$ cat config.mk
export PLATFORM = sky130hd
export DESIGN_NAME = counter_mod_n
export DESIGN_NICKNAME = d
export VERILOG_FILES = /design/src/rtl/counter_pkg.sv /design/src/rtl/reg_vec.sv /design/src/rtl/counter_mod_n.sv
export SDC_FILE = /design/constraint.sdc
export NUM_CORES = 1
export LEC_CHECK = 0
export ABC_AREA = 1
export BUFFER_PORTS_ARGS = -buffer_cell sky130_fd_sc_hd__buf_2
export CORE_AREA = 3 3 40 42
export CTS_CLUSTER_DIAMETER = 40
export CTS_CLUSTER_SIZE = 14
export DETAILED_ROUTE_END_ITERATION = 6
export DIE_AREA = 0 0 43 45
export GPL_ROUTABILITY_DRIVEN = 0
export HOLD_SLACK_MARGIN = 0.02
export PLACE_DENSITY = 0.58
export SYNTH_ARGS = -nofsm -noshare
export SYNTH_HDL_FRONTEND = slang
export SYNTH_SLANG_ARGS = --single-unit
$ cat constraint.sdc
create_clock -name clk -period 1.4 [get_ports clk]
set_input_delay 0.14 -clock clk [delete_from_list [all_inputs] [get_ports clk]]
set_output_delay 0.14 -clock clk [all_outputs]
set_load 0.02 [all_outputs]
$ cat src/rtl/counter_pkg.sv
// rtl/counter_pkg.sv - shared direction constants and Gray encoding helper for counter_mod_n
package counter_pkg;

  localparam logic CNT_UP = 1'b1;
  localparam logic CNT_DN = 1'b0;

  // Width-generic by working at 32 bits; callers truncate, which keeps the top Gray bit correct
  // because the zero-extended bit above it is 0.
  function automatic logic [31:0] bin2gray(input logic [31:0] bin);
    return bin ^ (bin >> 1);
  endfunction

endpackage

$ cat src/rtl/reg_vec.sv
// rtl/reg_vec.sv - WIDTH-bit register with async active-low reset to a parameterised value
module reg_vec #(
  parameter int               WIDTH   = 3,
  parameter logic [WIDTH-1:0] RST_VAL = '0
) (
  input  logic             clk,
  input  logic             rst,
  input  logic [WIDTH-1:0] d,
  output logic [WIDTH-1:0] q
);

  always_ff @(posedge clk or negedge rst) begin
    if (!rst) begin
      q <= RST_VAL;
    end else begin
      q <= d;
    end
  end

endmodule

$ cat src/rtl/counter_mod_n.sv
// rtl/counter_mod_n.sv - modulo-N up/down counter with clear, load and cascade tc; COUNTER_MOD_N_GRAY_EN selects Gray output
module counter_mod_n
  import counter_pkg::*;
#(
  parameter int WIDTH     = 3,
  parameter int MODULUS   = 8,
  parameter int RESET_VAL = 0
) (
  input  logic             clk,
  input  logic             rst,
  input  logic             en,
  input  logic             up_dn,
  input  logic             clr,
  input  logic             load,
  input  logic [WIDTH-1:0] load_val,
  output logic [WIDTH-1:0] out,
  output logic             tc,
  output logic             load_err
);

  if (WIDTH < 1 || MODULUS < 2 || MODULUS > (1 << WIDTH) ||
      RESET_VAL < 0 || RESET_VAL >= MODULUS) begin : g_param_err
    $error("counter_mod_n: illegal WIDTH/MODULUS/RESET_VAL combination");
  end

  localparam logic [WIDTH-1:0] MAX_CNT = WIDTH'(MODULUS - 1);
  localparam logic [WIDTH-1:0] RST_CNT = WIDTH'(RESET_VAL);

  logic [WIDTH-1:0] cnt;
  logic [WIDTH-1:0] cnt_nxt;
  logic             err_nxt;

  reg_vec #(
    .WIDTH   (WIDTH),
    .RST_VAL (RST_CNT)
  ) u_cnt (
    .clk (clk),
    .rst (rst),
    .d   (cnt_nxt),
    .q   (cnt)
  );

  // Explicit wrap compares so non-power-of-two moduli never rely on overflow.
  always_comb begin
    cnt_nxt = cnt;
    err_nxt = 1'b0;
    if (clr) begin
      cnt_nxt = '0;
    end else if (load) begin
      if (load_val <= MAX_CNT) begin
        cnt_nxt = load_val;
      end else begin
        err_nxt = 1'b1;
      end
    end else if (en) begin
      if (up_dn == CNT_UP) begin
        cnt_nxt = (cnt == MAX_CNT) ? '0 : cnt + WIDTH'(1);
      end else begin
        cnt_nxt = (cnt == '0) ? MAX_CNT : cnt - WIDTH'(1);
      end
    end
  end

  always_ff @(posedge clk or negedge rst) begin
    if (!rst) begin
      load_err <= 1'b0;
    end else begin
      load_err <= err_nxt;
    end
  end

  assign tc = en & ((up_dn == CNT_UP) ? (cnt == MAX_CNT) : (cnt == '0));

`ifdef COUNTER_MOD_N_GRAY_EN
  assign out = WIDTH'(bin2gray(32'(cnt)));
`else
  assign out = cnt;
`endif

endmodule

Yosys cells after proc, flatten, opt, wreduce, memory -nomap -nowiden
Cells that the tools add are included.
- bits in registers: 4
- output and inout port bits: 5
- bitwise gates (word level): 1
- equality and inequality tests: 2
- $lt $le $gt $ge: 1
- muxes and demuxes: 11
- reductions and logical operators: 3
- add/subtract/negate cells: 2
- operators with widths (kind ; number):
    $mux W3 ; 7
    $mux W1 ; 4
    $add A3 B1 Y3 const B ; 1
    $eq A3 B3 Y1 const B ; 1
    $le A3 B3 Y1 const B ; 1
    $logic_not A3 Y1 ; 1
    $ne A3 B2 Y1 const B ; 1
    $reduce_bool A3 Y1 ; 1
    $sub A3 B1 Y3 const B ; 1
    $reduce_and A2 Y1 ; 1
    $and A1 B1 Y1 ; 1

Logic depth before layout (Yosys ltp)
Gate-level depths: netlist of the first run.
- depth in word-level cells: 6
- gate-level depth with buffers: 10
- mapped depth without buffers: 10

Hierarchy
From an unflattened synthesis of the first run, not the netlist that was laid out.
- cells, all modules: 44
- area, all modules: 312.8 um2
- by module, submodules not included (module ; cells an instance ; instances ; sequential area each (um2) ; area an instance (um2)):
    counter_mod_n ; 41 ; 1 ; 25.0 ; 237.7
    reg_vec ; 3 ; 1 ; 75.1 ; 75.1

Worst setup path before layout of the first run
No wires, ideal clock.
- path type: register -> output
- start: register u_cnt.q[0]
- end: output tc
- stages on the path, launching flop included: 5
- slack: -0.146 ns
- path buffers: 0
- data required time: 1.260 ns
- data arrival time: 1.406 ns
- cells stage by stage: dfrtp_1 > ha_1 > ha_1 > inv_1 > a211oi_1
- cells in the longest elaborated chain, start to end: 3
- ends and longest elaborated chain (element ; line ; text):
    from (decl) ; reg_vec.sv:9 ; output logic [WIDTH-1:0] q
    from (signal assigned) ; reg_vec.sv:14 ; q <= RST_VAL;
    from (signal assigned) ; reg_vec.sv:16 ; q <= d;
    $eq A3 B3 Y1 or $logic_not A3 Y1 (tied branches) ; counter_mod_n.sv:72 ; assign tc = en & ((up_dn == CNT_UP) ? (cnt == MAX_CNT) : (cnt == '0));
    $mux W1 (*) ; counter_mod_n.sv:72 ;
    $and A1 B1 Y1 (*) ; counter_mod_n.sv:72 ;
    to (decl) ; counter_mod_n.sv:17 ; output logic tc,
Mark *: on every way between the ends. The rest lies on a longest branch, timed or not.

Worst setup path after layout of the first run
- start: register u_cnt.q[1]
- end: output tc
The elaborated chain is that of the path after synthesis.

==> results of run 1 <==
-- routing by layer --
metal	up-vias	track usage, %	part of all wire (%)
li1	198	-	-
met1	148	10.5	49
met2	9	13.2	46
met3	2	2.39	3.3
met4	0	9.04	2.0
met5	-	0	0
-- cells by family after synthesis --
logic type | Yosys count
buffers and inverters | 10
adder cells (fa/ha/maj) | 4
other | 1
AO/OA/AOI/OAI | 5
flip-flops | 4
AND/OR/NAND/NOR | 29
-- worst register-to-register path: stages (launching register included) --
cell	delay (ps)
dfrtp_1	370
inv_1	70
ha_1	220
a21oi_2	180
nand2_1	80
nand2_1	60
nand2_1	40
nand2_1	50
nand2_1	50
-- power breakdown --
part	switching, mW	total [mW]	internal, mW
sequential	0.0126	0.139	0.127
combinational	0.0816	0.145	0.0632
clock	0.0438	0.140	0.0957
total	0.138	0.424	0.286
-- registers in the layout (all words and copies together), names as in the netlist --
signal and cells:
u_cnt.q 3, load_err 1
-- synthesized netlist by cell type (all sizes together) --
cell    instances  area share [%]
a211oi          1             2.3
a21oi           2             4.1
conb            1             1.1
dfrtp           4              30
ha              4              15
inv            10              11
nand2          22              25
nand3           1             1.5
nor2            6             6.8
o21ai           2             3.0
-- metrics by stage --
| stage | TNS, ps | hold slack [ps] | instances |
|---|---|---|---|
| floorplan | 0 | -156 | 53 |
| finish | -38.1 | 232 | 88 |
| detailed placement | 0 | -52.7 | 81 |
| global route | -136 | 233 | 88 |
| CTS | -57.7 | 232 | 88 |
| global placement | 0 | -53.9 | 81 |
-- final timing paths --
path                                          end  slack [ps]              startpoint  depth (start not counted)
max                                            tc         -40  u_cnt.q[1]$_DFFE_PN0P_                          5
min                        u_cnt.q[1]$_DFFE_PN0P_         230                    load                          5
max reg2reg                u_cnt.q[2]$_DFFE_PN0P_         170  u_cnt.q[0]$_DFFE_PN0P_                          8
min reg2reg                u_cnt.q[1]$_DFFE_PN0P_         640  u_cnt.q[1]$_DFFE_PN0P_                          3
max in group asynchronous      load_err$_DFF_PN0_        1040                     rst                          2
min in group asynchronous  u_cnt.q[2]$_DFFE_PN0P_         250                     rst                          2
-- area by class of cell --
class	instances	area share, %
clock buffers	3	4.56
inverters	10	7.59
multi-input cells	39	43.5
flip-flops and latches	4	20.3
well taps	15	3.80
repair buffers	17	20.3
-- timing repair --
item	4_1_cts	5_1_grt
buffers inserted	3	0
gates resized for setup	5	0
endpoints found under the hold margin	4	0
pin swaps	1	2
hold buffers	1	0
setup endpoints to repair	1	1
==> impl_metrics.csv, run 1 <==
group,metric,value,unit
sta,post-route-period-util,103,%
floorplan,start_util,25.9,%
clock_tree,insertion_delay,230,ps
synth,synthMuxAreaShare,0,%
synth,yosys_register_bits,4,
grt,antenna_found_initial,0,
critical_path,cp_num_buf_inv,2,
floorplan,die_x,43,um
cells_and_area,multiInputGateArea,215,um^2
synth,synth-seq-area-share,30.1,%
route,antenna_left,0,
route,drt_iter0_drc,0,
synth,synthesis.nets,66,
critical_path,slowest_stage,"dfrtp_1",
cells_and_area,layout_common_cells,"22 x nand2_1, 12 x buf_2, 7 x inv_1, 6 x nor2_1",
route,routedWlPerCell,7.97,um
sta,setup_ws,-38.1,ps
critical_path,cp-start-kind,"flop",
route,wirelength,701,um
clock_tree,clockBufferDepth,2,
grt,gr-total-overflow,0,
route,firstDrtPassIters,1,
route,drc_errors,0,
cells_and_area,seq_area,100,um^2
synth,synthXorXnorAreaFrac,0,%
route,vias,357,
synth,syn_avg_cell_area,6.28,um^2
route,routed_via_density,4.06,
critical_path,cp-end-kind,"output pin",
floorplan,dieArea,1940,um^2
critical_path,crit_type,"flop to output pin",
run,drv_cap,0,
synth,synthAdderAreaFrac,15.0,%
cells_and_area,utilization,38.5,%
power,ir_drop,0.430,mV
sta,fmax,695,MHz
clock_tree,cts-root-buf,"clkbuf_4",
sta,finalHoldViolations,0,
outcome,outcome,"complete, but fails checks",
floorplan,core_area,1280,um^2
clock_tree,clock_sinks,4,
sta,rsz0062_at_grt,"true",
sta,finClkSkew,0.704,ps
sta,drv_slew,0,
synth,synthCells,53,
critical_path,crit_required,1260,ps
synth,synth_top_family_by_area,"simple AND/OR/NAND/NOR gates",
grt,grt_pass1_vias,331,
placement,numPortBuffers,13,
clock_tree,clk_pin_slew,40,ps
clock_tree,cts_tree,"built",
sta,setup_viol,1,
power,power.total,0.424,mW
clock_tree,htree_levels,1,
grt,grt_pass1_wl,1240,um
power,cellLeakagePower,0.296,nW
sta,min_period,1440,ps
critical_path,path_cells,"ha_2 -> ha_4 -> inv_2 -> a211oi_2 -> buf_4",
grt,grt.total_usage,9.02,%
synth,ys_types,12,
cells_and_area,final.fill_count,131,
floorplan,num_io_pins,14,
placement,dpl.hpwl,562,um
cells_and_area,antenna_cells,0,
cells_and_area,area_delta_synth_final,48.5,%
synth,synth_area,333,um^2
critical_path,path_max_fanout,3,
cells_and_area,nNetsFinal,88,
critical_path,cpPeakStageDelay,370,ps
power,pwr_density_cell,857,nW/um^2
placement,pre_cts_ws,107,ps
synth,synth-simple-area-share,33.1,%
outcome,violations,"negative setup slack",
cells_and_area,stdcell_area,494,um^2
critical_path,worstPathArrival,1300,ps
clock_tree,cts_inserted_buffers,3,
cells_and_area,drive_gt1_share,35.6,%
synth,ys_warn_count,0,
floorplan,row_count,13,
grt,grt_start_max_net_pins,8,
placement,postPlaceCellArea,422,um^2
synth,synth-compound-area-share,9.40,%
floorplan,die_h,45,um
min_path,hp-class,"input port to flop",
critical_path,cp_top_family,"flip-flops",
cells_and_area,layout_commonest_cell,"nand2_1",
Power figures use the tool's default switching activity.
==> run 2, diff against run 1 <==
HOLD_SLACK_MARGIN = 0.1   (was 0.02)
clock period = 1.84 ns   (was 1.4 ns; I/O delays follow)
==> impl_metrics.csv, run 2 (synthesis gave the netlist of run 1 again) <==
group,metric,value,unit
outcome,outcome,"finished clean",
critical_path,path_max_fanout,5,
critical_path,cp-start-kind,"flop",
power,cellLeakagePower,0.282,nW
route,firstDrtPassIters,2,
cells_and_area,final_cells,85,
placement,numPortBuffers,13,
sta,rsz0062_at_grt,"false",
placement,dpl.hpwl,595,um
critical_path,cpPeakStageDelay,400,ps
cells_and_area,stdcell_area,449,um^2
sta,finalHoldViolations,0,
clock_tree,post_cts_buffers,0,
cells_and_area,largest_reg_flops,3,
clock_tree,cts-resized-gates,0,
clock_tree,clock_sinks,4,
floorplan,num_io_pins,14,
placement,dp.cells,81,
route,routedWlPerCell,8.66,um
sta,setup_ws,256,ps
route,drt_iter0_drc,2,
placement,postPlaceCellArea,417,um^2
route,vias,357,
critical_path,crit_type,"flop to output pin",
grt,gr-total-overflow,0,
clock_tree,htree_levels,1,
critical_path,r2r_cells,8,
sta,drv_slew,0,
clock_tree,clockBufferDepth,2,
sta,fmax,631,MHz
clock_tree,holdBufCountCts,1,
critical_path,r2r-end,"u_cnt.q[2]$_DFFE_PN0P_",
cells_and_area,area_delta_synth_final,35.0,%
critical_path,path_cells,"ha_1 -> ha_1 -> inv_1 -> a211oi_1 -> buf_2",
placement,pre_cts_ws,503,ps
min_path,hp-class,"input port to asynchronous set/reset pin",
floorplan,start_util,25.9,%
clock_tree,insertion_delay,240,ps
critical_path,cp-end-kind,"output pin",
critical_path,r2r_start,"u_cnt.q[0]$_DFFE_PN0P_",
grt,grt_start_max_net_pins,8,
critical_path,slowest_stage,"dfrtp_1",
cells_and_area,reg_top3,"u_cnt.q (3), load_err (1)",
cells_and_area,final.fill_count,151,
cells_and_area,drive_gt1_share,27.1,%
sta,setup_viol,0,
sta,post-route-period-util,86.1,%
floorplan,die_x,43,um
route,routed_via_density,4.20,
route,drc_errors,0,
clock_tree,cts-root-buf,"clkbuf_4",
grt,antenna_found_initial,0,
critical_path,rrSetupSlack,510,ps
clock_tree,clk_pin_slew,40,ps
floorplan,die_h,45,um
grt,grt_pass1_wl,1260,um
cells_and_area,multiInputGateArea,195,um^2
cells_and_area,seq_area,100,um^2
grt,grt_pass1_vias,311,
critical_path,worstPathArrival,1400,ps
cells_and_area,layout_common_cells,"22 x nand2_1, 13 x buf_2, 8 x inv_1, 6 x nor2_1",
power,pwr_density_cell,710,nW/um^2
run,drv_cap,0,
cells_and_area,layout_commonest_cell,"nand2_1",
clock_tree,cts_inserted_buffers,3,
power,power.total,0.319,mW
cells_and_area,top_register,"u_cnt.q",
route,wirelength,736,um
sta,finClkSkew,7.85,ps
power,ir_drop,0.432,mV
cells_and_area,antenna_cells,0,
sta,min_period,1580,ps
floorplan,dieArea,1940,um^2
sta,finalSetupTns,0,ps
clock_tree,cts_tree,"built",
floorplan,core_area,1280,um^2
route,antenna_left,0,
critical_path,crit_required,1660,ps
grt,grt.total_usage,9.12,%
floorplan,row_count,13,
cells_and_area,nNetsFinal,85,
critical_path,crit_top_cell,"ha_1",
==> run 2: cell count changes in the layout (fill, tap and decap cells not counted), sizes merged <==
cell,previous run,this run
buf,16,13
==> run 2: worst max path at each step <==
stage | start | end | slack [ps] | cells after the start
6_report | u_cnt.q[0]$_DFFE_PN0P_ | tc | 260 | 5
2_1_floorplan | u_cnt.q[0]$_DFFE_PN0P_ | tc | 250 | 4
5_1_grt | u_cnt.q[0]$_DFFE_PN0P_ | tc | 110 | 5
4_1_cts | u_cnt.q[0]$_DFFE_PN0P_ | tc | 240 | 5
3_5_place_dp | u_cnt.q[0]$_DFFE_PN0P_ | tc | 500 | 5
3_3_place_gp | u_cnt.q[0]$_DFFE_PN0P_ | tc | 540 | 5
==> run 2: final cells by class <==
type	count	area share, %
Tap cell	15	4.18
Multi-Input combinational cell	39	43.5
Clock buffer	3	5.01
Inverter	10	8.36
Timing Repair Buffer	14	16.7
Sequential cell	4	22.3
==> run 2: worst max-delay path, delay by kind of cell, from the launching register on <==
family | cells | cell delay, ps
DFF | 1 | 400
AOI/OAI and AO/OA | 1 | 180
buffers and inverters | 2 | 250
adders and majority gates | 2 | 330
==> run 2: report_power, final <==
part	leakage [nW]	switching, mW	internal, mW
combinational	0.219	0.0608	0.0391
clock	0.0138	0.0401	0.0733
sequential	0.0497	0.00903	0.0964
total	0.282	0.110	0.209
==> run 2: stage by stage <==
| stage | hold WS (ps) | util [%] |
|---|---|---|
| 4_1_cts | 267 | 35.0 |
| 3_3_place_gp | -8.20 | 32.4 |
| 3_5_place_dp | -8.24 | 32.4 |
| 2_1_floorplan | -112 | - |
| 5_1_grt | 267 | 35.0 |
| 6_report | 270 | 35.0 |
==> run 2: metal layers <==
| layer | part of all wire (%) | global-route usage [%] | vias to the layer above |
|---|---|---|---|
| li1 | - | - | 190 |
| met1 | 50 | 11.5 | 157 |
| met2 | 42 | 12.6 | 10 |
| met3 | 7.2 | 5.58 | 0 |
| met4 | 0 | 3.61 | 0 |
| met5 | 0 | 0 | - |
==> run 3, diff against run 2 <==
CELL_PAD_IN_SITES_DETAIL_PLACEMENT = 1   (was not set)
CELL_PAD_IN_SITES_GLOBAL_PLACEMENT = 1   (was not set)
PLACE_DENSITY = 0.76   (was 0.58)
==> impl_metrics.csv, run 3 (synthesis gave the netlist of run 1 again) <==
group,metric,value,unit
outcome,outcome,"finished clean",
power,pwr_density_cell,712,nW/um^2
route,wirelength,826,um
route,vias,375,
cells_and_area,reg_top3,"u_cnt.q (3), load_err (1)",
grt,grt_pass1_wl,1550,um
route,routed_via_density,4.41,
cells_and_area,nNetsFinal,85,
placement,numPortBuffers,13,
placement,postPlaceCellArea,417,um^2
floorplan,num_io_pins,14,
floorplan,start_util,25.9,%
cells_and_area,final.fill_count,183,
critical_path,crit_required,1660,ps
placement,pre_cts_ws,498,ps
critical_path,crit_top_cell,"ha_1",
clock_tree,clockBufferDepth,2,
route,firstDrtPassIters,2,
critical_path,worstPathArrival,1410,ps
clock_tree,htree_levels,1,
clock_tree,holdBufCountCts,1,
floorplan,row_count,13,
floorplan,die_h,45,um
floorplan,die_x,43,um
route,routedWlPerCell,9.72,um
grt,antenna_found_initial,0,
critical_path,slowest_stage,"dfrtp_1",
power,cellLeakagePower,0.282,nW
grt,grt_use_met2,18.0,%
grt,gr-total-overflow,0,
critical_path,path_cells,"ha_1 -> ha_1 -> inv_1 -> a211oi_1 -> buf_2",
sta,rsz0062_at_grt,"false",
sta,finClkSkew,4.28,ps
grt,use_met1,12.9,%
grt,gr-usage-met3,3.59,%
critical_path,cp-start-kind,"flop",
cells_and_area,layout_common_cells,"22 x nand2_1, 13 x buf_2, 8 x inv_1, 6 x nor2_1",
grt,top_usage_layer,"met2",
run,drv_cap,0,
clock_tree,cts_tree,"built",
power,ir_drop,0.321,mV
sta,drv_slew,0,
clock_tree,cts-resized-gates,0,
critical_path,path_max_fanout,5,
floorplan,dieArea,1940,um^2
cells_and_area,antenna_cells,0,
cells_and_area,stdcell_area,449,um^2
clock_tree,cts_inserted_buffers,3,
cells_and_area,area_delta_synth_final,35.0,%
sta,finalSetupTns,0,ps
clock_tree,cts-root-buf,"clkbuf_4",
critical_path,cpPeakStageDelay,410,ps
sta,post-route-period-util,86.6,%
cells_and_area,largest_reg_flops,3,
clock_tree,insertion_delay,240,ps
route,drt_iter0_drc,2,
critical_path,crit_type,"flop to output pin",
clock_tree,clk_pin_slew,40,ps
sta,min_period,1590,ps
clock_tree,clock_sinks,4,
sta,fmax,627,MHz
grt,grt_start_max_net_pins,8,
clock_tree,post_cts_buffers,0,
sta,finalHoldViolations,0,
placement,dpl.hpwl,700,um
route,drc_errors,0,
cells_and_area,drive_gt1_share,27.1,%
cells_and_area,layout_commonest_cell,"nand2_1",
grt,grt_pass1_vias,377,
route,antenna_left,0,
floorplan,core_area,1280,um^2
sta,setup_ws,246,ps
sta,hold_ws,269,ps
min_path,hp-class,"input port to asynchronous set/reset pin",
placement,dp.cells,81,
grt,grt.total_usage,10.9,%
sta,setup_viol,0,
cells_and_area,top_register,"u_cnt.q",
critical_path,cp-end-kind,"output pin",
cells_and_area,final_cells,85,
[run 3: cell counts in the layout (fill, tap and decap cells not counted)]
No cell type changed its count.
[run 3: layout make-up]
type,count,area [um^2],area share [%]
Clock buffer,3,22.5,5.01
Inverter,10,37.5,8.36
Multi-Input combinational cell,39,195,43.5
Sequential cell,4,100,22.3
Tap cell,15,18.8,4.18
Timing Repair Buffer,14,75.1,16.7
[run 3: critical path: cells and delay by family, from the launching register on]
kind,cells,cell delay [ps]
flip-flops,1,410
adder cells (fa/ha/maj),2,330
buffers and inverters,2,260
AO/OA/AOI/OAI,1,180
[run 3: path summary, 6_finish.rpt]
path / to / slack, ps / cells after the start / from
worst max register to register: u_cnt.q[2]$_DFFE_PN0P_ / 510 / 8 / u_cnt.q[0]$_DFFE_PN0P_
worst min-delay path: load_err$_DFF_PN0_ / 270 / 2 / rst
min in group clk: u_cnt.q[2]$_DFFE_PN0P_ / 300 / 5 / load
worst max-delay path: tc / 250 / 5 / u_cnt.q[0]$_DFFE_PN0P_
worst min register to register: u_cnt.q[1]$_DFFE_PN0P_ / 550 / 2 / u_cnt.q[1]$_DFFE_PN0P_
max in group asynchronous: u_cnt.q[2]$_DFFE_PN0P_ / 1450 / 2 / rst
[run 3: report_power, final]
part / leakage, nW / internal (mW) / total (mW) / switching (mW)
Combinational: 0.219 / 0.0394 / 0.101 / 0.0616
Clock: 0.0138 / 0.0732 / 0.113 / 0.0399
Sequential: 0.0497 / 0.0964 / 0.106 / 0.00937
[run 3: metrics by stage]
step / power (mW) / util [%]
after floorplan: 0.172 / -
after global placement: 0.206 / 32.4
after detailed placement: 0.208 / 32.4
after CTS: 0.327 / 35.0
after global routing: 0.354 / 35.0
final: 0.320 / 35.0
[run 3: per-layer routing]
| layer | vias up | wire length [um] |
|---|---|---|
| li1 | 190 | - |
| met1 | 172 | 360 |
| met2 | 10 | 403 |
| met3 | 3 | 48 |
| met4 | 0 | 14 |
| met5 | - | 0 |
